### config.mk
export PLATFORM = sky130hd
export DESIGN_NAME = pwm_duty_sequencer
export DESIGN_NICKNAME = d
export VERILOG_FILES = /design/src/rtl/pwm_ctrl_pkg.sv /design/src/rtl/button_debounce.sv /design/src/rtl/pwm_duty_sequencer.sv
export SDC_FILE = /design/constraint.sdc
export NUM_CORES = 1
export LEC_CHECK = 0
export CORE_UTILIZATION = 35
export CTS_CLUSTER_SIZE = 8
export DETAILED_ROUTE_END_ITERATION = 8
export PLACE_DENSITY_LB_ADDON = 0.25
export SYNTH_ARGS = -nofsm -noshare
export SYNTH_HDL_FRONTEND = slang
export SYNTH_SLANG_ARGS = --single-unit
### constraint.sdc
create_clock -name clk -period 2.4 [get_ports clk]
set_input_delay 0.48 -clock clk [delete_from_list [all_inputs] [get_ports clk]]
set_output_delay 0.48 -clock clk [all_outputs]
set_load 0.01 [all_outputs]
### src/rtl/pwm_ctrl_pkg.sv
// Shared definitions for the PWM duty sequencer: level width, default levels,
// ramp FSM states and the one-level step helper.
package pwm_ctrl_pkg;

    localparam int LEVEL_W         = 4;
    localparam int PCNT_W          = 4;
    localparam int DEF_MAX_LEVEL   = 10;
    localparam int DEF_RESET_LEVEL = 5;

    typedef enum logic [1:0] {
        IDLE = 2'd0,
        WAIT = 2'd1,
        STEP = 2'd2
    } seq_state_e;

    // Move one level toward tgt; equal levels are returned unchanged.
    function automatic logic [LEVEL_W-1:0] step_toward(input logic [LEVEL_W-1:0] cur,
                                                       input logic [LEVEL_W-1:0] tgt);
        if (tgt > cur)
            return cur + 1'b1;
        else if (tgt < cur)
            return cur - 1'b1;
        else
            return cur;
    endfunction

endpackage

### src/rtl/button_debounce.sv
// Two-flop synchronizer, counting debouncer and rising-edge command pulse for
// one raw push button.
module button_debounce #(
    parameter int DB_CYCLES = 4
) (
    input  logic clk,
    input  logic rst_n,
    input  logic btn_i,
    output logic rise_o
);

    localparam int CNT_W = (DB_CYCLES > 1) ? $clog2(DB_CYCLES) : 1;
    localparam logic [CNT_W-1:0] CNT_LAST = CNT_W'(DB_CYCLES - 1);

    logic [1:0]       sync_q;
    logic [1:0]       vld_q;
    logic [CNT_W-1:0] cnt_q;
    logic             db_q;
    logic             armed_q;
    logic             rise_q;
    logic             smp;
    logic             match;

    assign smp = sync_q[1];

    // Samples only count once the synchronizer holds real input, not reset
    // values. Until a stable low has been confirmed the block is disarmed, so
    // a button held through reset never yields a command.
    assign match = vld_q[1] && ((smp != db_q) || (!armed_q && !smp));

    always_ff @(posedge clk or negedge rst_n) begin
        if (!rst_n) begin
            sync_q  <= '0;
            vld_q   <= '0;
            cnt_q   <= '0;
            db_q    <= 1'b0;
            armed_q <= 1'b0;
            rise_q  <= 1'b0;
        end else begin
            sync_q <= {sync_q[0], btn_i};
            vld_q  <= {vld_q[0], 1'b1};
            rise_q <= 1'b0;
            if (!match) begin
                cnt_q <= '0;
            end else if (cnt_q == CNT_LAST) begin
                cnt_q  <= '0;
                db_q   <= smp;
                rise_q <= smp & armed_q & ~db_q;
                if (!smp)
                    armed_q <= 1'b1;
            end else begin
                cnt_q <= cnt_q + 1'b1;
            end
        end
    end

    assign rise_o = rise_q;

endmodule

### src/rtl/pwm_duty_sequencer.sv
// Button-driven duty level sequencer: debounced increase/decrease commands set
// a target level, and the applied level ramps one step per qualifying period.
module pwm_duty_sequencer
    import pwm_ctrl_pkg::*;
#(
    parameter int DB_CYCLES    = 4,
    parameter int MAX_LEVEL    = DEF_MAX_LEVEL,
    parameter int RESET_LEVEL  = DEF_RESET_LEVEL,
    parameter int RAMP_PERIODS = 1
) (
    input  logic               clk,
    input  logic               rst_n,
    input  logic               ena,
    input  logic               ui_increase_duty,
    input  logic               ui_decrease_duty,
    input  logic               period_start,
    output logic [LEVEL_W-1:0] duty_level,
    output logic [LEVEL_W-1:0] target_level,
    output logic               duty_update,
    output logic               at_max,
    output logic               at_min
);

    localparam logic [LEVEL_W-1:0] MAX_L    = LEVEL_W'(MAX_LEVEL);
    localparam logic [LEVEL_W-1:0] RST_L    = LEVEL_W'(RESET_LEVEL);
    localparam logic [PCNT_W-1:0]  PER_LAST = PCNT_W'(RAMP_PERIODS - 1);

    logic               inc_rise;
    logic               dec_rise;
    logic               cmd_inc;
    logic               cmd_dec;
    logic [LEVEL_W-1:0] target_q;
    logic [LEVEL_W-1:0] target_d;
    logic [LEVEL_W-1:0] duty_q;
    logic               duty_update_q;
    logic [PCNT_W-1:0]  pcnt_q;
    seq_state_e         state_q;

    button_debounce #(.DB_CYCLES(DB_CYCLES)) u_db_inc (
        .clk    (clk),
        .rst_n  (rst_n),
        .btn_i  (ui_increase_duty),
        .rise_o (inc_rise)
    );

    button_debounce #(.DB_CYCLES(DB_CYCLES)) u_db_dec (
        .clk    (clk),
        .rst_n  (rst_n),
        .btn_i  (ui_decrease_duty),
        .rise_o (dec_rise)
    );

    // Simultaneous presses cancel; disabled block drops commands entirely.
    assign cmd_inc = ena & inc_rise & ~dec_rise;
    assign cmd_dec = ena & dec_rise & ~inc_rise;

    always_comb begin
        target_d = target_q;
        if (cmd_inc && (target_q < MAX_L))
            target_d = target_q + 1'b1;
        else if (cmd_dec && (target_q != '0))
            target_d = target_q - 1'b1;
    end

    // Duty moves on the edge that samples the qualifying period_start, so the
    // new level and its update pulse appear together in STEP.
    always_ff @(posedge clk or negedge rst_n) begin
        if (!rst_n) begin
            state_q       <= IDLE;
            target_q      <= RST_L;
            duty_q        <= RST_L;
            duty_update_q <= 1'b0;
            pcnt_q        <= '0;
        end else begin
            duty_update_q <= 1'b0;
            if (ena) begin
                target_q <= target_d;
                case (state_q)
                    IDLE: begin
                        if (target_q != duty_q) begin
                            state_q <= WAIT;
                            pcnt_q  <= '0;
                        end
                    end
                    WAIT: begin
                        if (target_q == duty_q) begin
                            state_q <= IDLE;
                        end else if (period_start) begin
                            if (pcnt_q == PER_LAST) begin
                                duty_q        <= step_toward(duty_q, target_q);
                                duty_update_q <= 1'b1;
                                pcnt_q        <= '0;
                                state_q       <= STEP;
                            end else begin
                                pcnt_q <= pcnt_q + 1'b1;
                            end
                        end
                    end
                    STEP: begin
                        state_q <= (target_q != duty_q) ? WAIT : IDLE;
                    end
                    default: begin
                        state_q <= IDLE;
                    end
                endcase
            end
        end
    end

    assign duty_level   = duty_q;
    assign target_level = target_q;
    assign duty_update  = duty_update_q;
    assign at_max       = (target_q == MAX_L);
    assign at_min       = (target_q == '0);

endmodule

==> results.json, run 1 <==
{
  "outcome": "completed",
  "synth_edf_count": 0,
  "slowest_delay_ps": 540,
  "worstMarginPinSlew_ps": 628,
  "worstReg2RegEnd": "duty_level[1]",
  "p_comb_share_pct": 48.9,
  "ys_seq_area_share_pct": 50.5,
  "placed_area_um2": 1870,
  "rows": 23,
  "syn-num-nets": 156,
  "ir_drop_mv": 0.446,
  "first_iter_violations": 67,
  "clockBufferDepth": 2,
  "r2r_cells": 8,
  "num-fill-cells": 383,
  "cts_tree": "built",
  "routabilityCongestion": 0.810,
  "final_cell_mix": "dfrtp_1 (27), clkdlybuf4s50_1 (16), buf_4 (14)",
  "ant_nets": 0,
  "slew_headroom_pct": 58.0,
  "cts-root-buf": "clkbuf_8",
  "holdPathStages": 0,
  "max_freq_mhz": 426,
  "final.min_clock_period_ps": 2350,
  "hold_class": "reg2reg",
  "start_util_pct": 37.5,
  "fin_util_pct": 49.6,
  "synth.yosys.warnings": 0,
  "grt_overflow": 0,
  "diodes": 0,
  "path_cells": "inv_2, ha_4, and4_1, a211o_1, buf_6, buf_4, fa_1, mux2_2",
  "route.detailed.wl_per_inst_um": 12.9,
  "cts_made_buffers": 5,
  "clock_skew_ps": 3.22,
  "drv_cap": 0,
  "path_delay_family": "adder cells",
  "placeableCoreArea_um2": 4120,
  "via_per_inst": 5.01,
  "critPathBufInv": 3,
  "drc": 0,
  "slew_viol_final": 0,
  "rsz0062_at_grt": "yes",
  "clk_pin_slew_ps": 60,
  "path_class": "reg2reg",
  "nNetsFinal": 194,
  "power.internal_mw": 1.54,
  "finalHoldViolations": 0,
  "critPathRequiredTime_ps": 2570,
  "drive_gt1_share_pct": 24.0,
  "postCtsHoldBufs": 0,
  "postSynth.asyncResetShare_pct": 100,
  "design_area_um2": 2040,
  "syn_to_final_growth_pct": 32.0,
  "synthesis.area_um2": 1550,
  "clock_sinks": 31,
  "dpl.hpwl_mm": 2.12,
  "regToRegSetupSlack_ps": 50,
  "leakage_nw": 0.911,
  "drt_pre_antenna_iters": 4,
  "htreeDepth": 2,
  "insertion_delay_ps": 290,
  "min_to": "u_db_inc.sync_q[1]",
  "cp.arrival_ps": 2520,
  "grt_start_max_net_pins": 21,
  "setup_violations": 0,
  "clkPwrFrac_pct": 16.6,
  "ys.flop_type": "dfrtp_1",
  "mostFrequentLayoutCell": "dfrtp_1",
  "syn_avg_cell_area_um2": 11.4,
  "startpoint_type": "flop",
  "grt.total_usage_pct": 15.6,
  "power_mw": 2.37,
  "timing.rr.start": "duty_level[2]",
  "ios": 17,
  "endpoint_kind": "flop",
  "worstPathMaxFanout": 4,
  "grt_pass1_vias": 1150,
  "grt_pass1_wl_mm": 5.04,
  "fp.dieW_um": 68.4,
  "vias": 1128,
  "p_per_area_nw_per_um2": 1160,
  "pwr-share-seq_pct": 34.5,
  "slowest_stage": "dfstp_2",
  "sw_frac_of_total_pct": 35.2,
  "die_h_um": 68.4,
  "antenna_found_initial": 0,
  "p_switching_mw": 0.835,
  "die-area_um2": 4680,
  "ys_ff_latch": 31,
  "period_share_pct": 97.7,
  "totalWireLength_mm": 2.91,
  "hold_start": "u_db_inc.sync_q[0]",
  "synth_cell_type_count": 43,
  "port_buffers": 16,
  "synth_cells": 136
}
-- area by class of cell --
class,count,area (um2),share of cell area (%)
sequential,31,781,38.3
multi-input combinational,95,781,38.3
timing repair buffer,32,297,14.5
clock buffer,6,72.6,3.56
tap,50,62.6,3.07
inverter,9,33.8,1.66
clock inverter,2,12.5,0.613
-- layer usage --
layer  vias up  GRT usage (%)  part of all wire, %
met1       540           16.0                   41
met4         0           12.2                  3.4
met2        21           26.1                   51
met3        11           5.17                  4.4
met5         -              0                    0
li1        556              -                    -
-- power groups by stage --
stage	clock network [mW]	logic, mW	registers, mW
2_1_floorplan	0	0.620	0.845
3_3_place_gp	0	0.960	0.821
3_5_place_dp	0	1.01	0.833
4_1_cts	0.413	1.13	0.818
5_1_grt	0.439	1.32	0.843
6_report	0.395	1.16	0.818
-- cells by family (layout without fill, tap and decap cells) --
| family | after synthesis | in the layout | synth area share (%) |
|---|---|---|---|
| other | 1 | 1 | 0.243 |
| adder cells (fa/ha/maj) | 14 | 14 | 12.3 |
| AO/OA/AOI/OAI | 24 | 24 | 10.1 |
| XOR/XNOR | 7 | 7 | 3.97 |
| multiplexers | 4 | 4 | 2.83 |
| flip-flops | 31 | 31 | 50.5 |
| AND/OR/NAND/NOR | 45 | 45 | 17.6 |
| buffers and inverters | 10 | 49 | 2.43 |
-- synth_stat cells, drive strengths merged, types with 3 or more instances --
master  instances  area (um2)
mux2            3        33.8
nor3b           3        27.5
o21ai           5        25.0
xnor2           5        43.8
nand3           3        20.0
dfrtp          27         676
nand2          13        48.8
nor2            8        30.0
inv             9        33.8
dfstp           4         105
nand3b          5        50.1
a21oi           6        30.0
ha             12         150
-- sequential cells by signal, indices dropped and copies added (netlist names) --
register          flops
u_db_inc.armed_q      1
u_db_dec.armed_q      1
duty_update           1
u_db_inc.db_q         1
u_db_inc.rise_o       1
target_level          4
u_db_dec.vld_q        2
pcnt_q                4
u_db_inc.cnt_q        2
duty_level            4
u_db_inc.sync_q       2
u_db_dec.rise_o       1
u_db_dec.sync_q       2
state_q               2
u_db_dec.db_q         1
u_db_dec.cnt_q        2
-- worst max-delay path by stage --
| stage | to | startpoint | depth (start not counted) |
|---|---|---|---|
| 2_1_floorplan | duty_level[3] | target_level[0] | 10 |
| 3_3_place_gp | duty_level[3] | duty_level[2] | 10 |
| 3_5_place_dp | duty_level[3] | duty_level[2] | 10 |
| 4_1_cts | duty_level[3] | duty_level[3] | 10 |
| 5_1_grt | duty_level[3] | duty_level[2] | 10 |
| 6_report | duty_level[1] | duty_level[2] | 8 |
-- through the flow --
step	hold slack [ps]	setup TNS [ps]	setup slack, ps	cells
after global routing	358	-41.1	-34.6	225
after CTS	350	0	4.84	223
after global placement	332	0	75.3	211
final	349	0	54.8	225
after detailed placement	335	-5.35	-5.35	211
after floorplan	184	0	14.3	136
-- timing repair --
action / 4_1_cts / 5_1_grt
endpoints found under the setup margin: 1 / 1
pin swaps: 6 / 8
buffers inserted: 4 / 2
gates cloned: 0 / 0
resized for setup: 3 / 2
(Power assumes the default switching activity.)
==> run 2: changes to the inputs <==
--- a/config.mk
+++ b/config.mk
@@ -6,9 +6,11 @@
 export NUM_CORES = 1
 export LEC_CHECK = 0
 export CORE_UTILIZATION = 35
+export CTS_BUF_LIST = sky130_fd_sc_hd__clkbuf_16
 export CTS_CLUSTER_SIZE = 8
 export DETAILED_ROUTE_END_ITERATION = 8
 export PLACE_DENSITY_LB_ADDON = 0.25
+export REMOVE_ABC_BUFFERS = 1
 export SYNTH_ARGS = -nofsm -noshare
 export SYNTH_HDL_FRONTEND = slang
 export SYNTH_SLANG_ARGS = --single-unit
==> run 2 against run 1 <==
Against the previous run: die area unchanged; via count increased by 0.89%; clock skew decreased by 0.63 ps; sequential power about the same; fmax increased by 0.10%; routed wire length decreased by 0.31%; design area decreased by 0.18%; hold slack improved by 2.0 ps; clock-buffer cell count decreased by 1; total power increased by 4.5%; critical endpoint is now duty_level[3]; highest routed layer unchanged.
==> results.json, run 2 (synthesized netlist as in run 1, its figures left out) <==
{
  "endpoint_kind": "flop",
  "dpl.hpwl_mm": 2.11,
  "clock_sinks": 31,
  "placeableCoreArea_um2": 4120,
  "postCtsHoldBufs": 0,
  "insertion_delay_ps": 280,
  "drive_gt1_share_pct": 21.5,
  "first_iter_violations": 109,
  "period_share_pct": 97.6,
  "setup_violations": 0,
  "drt_pre_antenna_iters": 4,
  "clockBufferDepth": 2,
  "routabilityCongestion": 0.822,
  "cts-root-buf": "clkbuf_16",
  "drv_cap": 0,
  "grt_overflow": 0,
  "grt_start_max_net_pins": 32,
  "ios": 17,
  "drc": 0,
  "worstReg2RegEnd": "duty_level[3]",
  "cts_made_buffers": 5,
  "grt_pass1_vias": 1095,
  "nNetsFinal": 191,
  "crit_start": "duty_level[2]",
  "ant_nets": 0,
  "power_mw": 2.48,
  "ir_drop_mv": 0.636,
  "max_freq_mhz": 427,
  "timing.rr.start": "duty_level[2]",
  "mostFrequentLayoutCell": "dfrtp_1",
  "antenna_found_initial": 0,
  "path_class": "reg2reg",
  "start_util_pct": 37.5,
  "port_buffers": 16,
  "htreeDepth": 2,
  "diodes": 0,
  "syn_to_final_growth_pct": 31.7,
  "via_per_inst": 5.13,
  "startpoint_type": "flop",
  "final.min_clock_period_ps": 2340,
  "p_per_area_nw_per_um2": 1220,
  "rows": 23,
  "r2r_cells": 10,
  "route.detailed.wl_per_inst_um": 13.0,
  "outcome": "completed",
  "grt_pass1_wl_mm": 4.95,
  "clk_pin_slew_ps": 50,
  "grt.total_usage_pct": 15.3,
  "vias": 1138,
  "clock_skew_ps": 2.59,
  "cp.arrival_ps": 2510,
  "finalHoldViolations": 0,
  "crit_path_end": "duty_level[3]",
  "totalWireLength_mm": 2.90,
  "tns_ps": 0,
  "regToRegSetupSlack_ps": 60,
  "die-area_um2": 4680,
  "fp.dieW_um": 68.4,
  "die_h_um": 68.4,
  "cts_tree": "built",
  "worstPathMaxFanout": 4,
  "leakage_nw": 0.918,
  "slew_viol_final": 0,
  "final_cell_mix": "dfrtp_1 (27), clkdlybuf4s50_1 (16), nand2_1 (13), buf_4 (13), ha_1 (10)",
  "critPathRequiredTime_ps": 2560,
  "rsz0062_at_grt": "yes",
  "hold_class": "reg2reg"
}
## run 2: final cells by class
class | instances | area (um2)
Sequential cell | 31 | 781
Fill cell | 379 | 2080
Clock inverter | 3 | 20.0
Multi-Input combinational cell | 95 | 756
Clock buffer | 5 | 125
Inverter | 9 | 33.8
Tap cell | 50 | 62.6
Timing Repair Buffer | 29 | 258
## run 2: worst min path at each step
stage	from	end	cells past startpoint
detailed placement	u_db_inc.sync_q[0]	u_db_inc.sync_q[1]	0
global route	u_db_dec.sync_q[0]	u_db_dec.sync_q[1]	0
CTS	u_db_inc.sync_q[0]	u_db_inc.sync_q[1]	0
finish	u_db_dec.sync_q[0]	u_db_dec.sync_q[1]	0
floorplan	rst_n	duty_level[1]	0
global placement	u_db_inc.sync_q[0]	u_db_inc.sync_q[1]	0
## run 2: what timing repair did
item / in CTS / in global routing
resized for setup: 1 / 3
setup buffers: 0 / 0
pin swaps: 1 / 7
endpoints found under the setup margin: 2 / 3
## run 2: critical path: stages, from the launching register on
cell and delay (ps):
dfstp_2 540, inv_2 50, ha_4 220, and4_1 200
a211o_1 310, ha_1 300, a21o_1 160, a21oi_2 120
xnor2_1 120, nand2b_1 80, xnor2_1 120
## run 2: report_power, final
group	internal [mW]	leakage, nW	switching [mW]
clock network	0.381	0.0658	0.226
registers	0.692	0.387	0.126
logic	0.568	0.465	0.488
total	1.64	0.918	0.840
## run 2: per-stage QoR
step | hold WS (ps) | cell area [um2] | utilization (%) | setup WS (ps) | std cells
final | 351 | 2040 | 49.5 | 57.2 | 222
after global routing | 354 | 2040 | 49.5 | -44.2 | 222
after CTS | 347 | 2020 | 49.1 | 14.6 | 222
after detailed placement | 336 | 1860 | 45.2 | -44.8 | 214
after global placement | 335 | 1860 | 45.2 | 8.99 | 214
after floorplan | 184 | 1540 | - | -109 | 135
## run 2: routing by layer
| metal | global-route usage (%) | vias to the layer above | share of wire (%) |
|---|---|---|---|
| met3 | 7.00 | 5 | 4.0 |
| li1 | - | 548 | - |
| met5 | 0 | - | 0 |
| met4 | 6.25 | 0 | 1.5 |
| met1 | 17.3 | 562 | 42 |
| met2 | 24.9 | 23 | 52 |
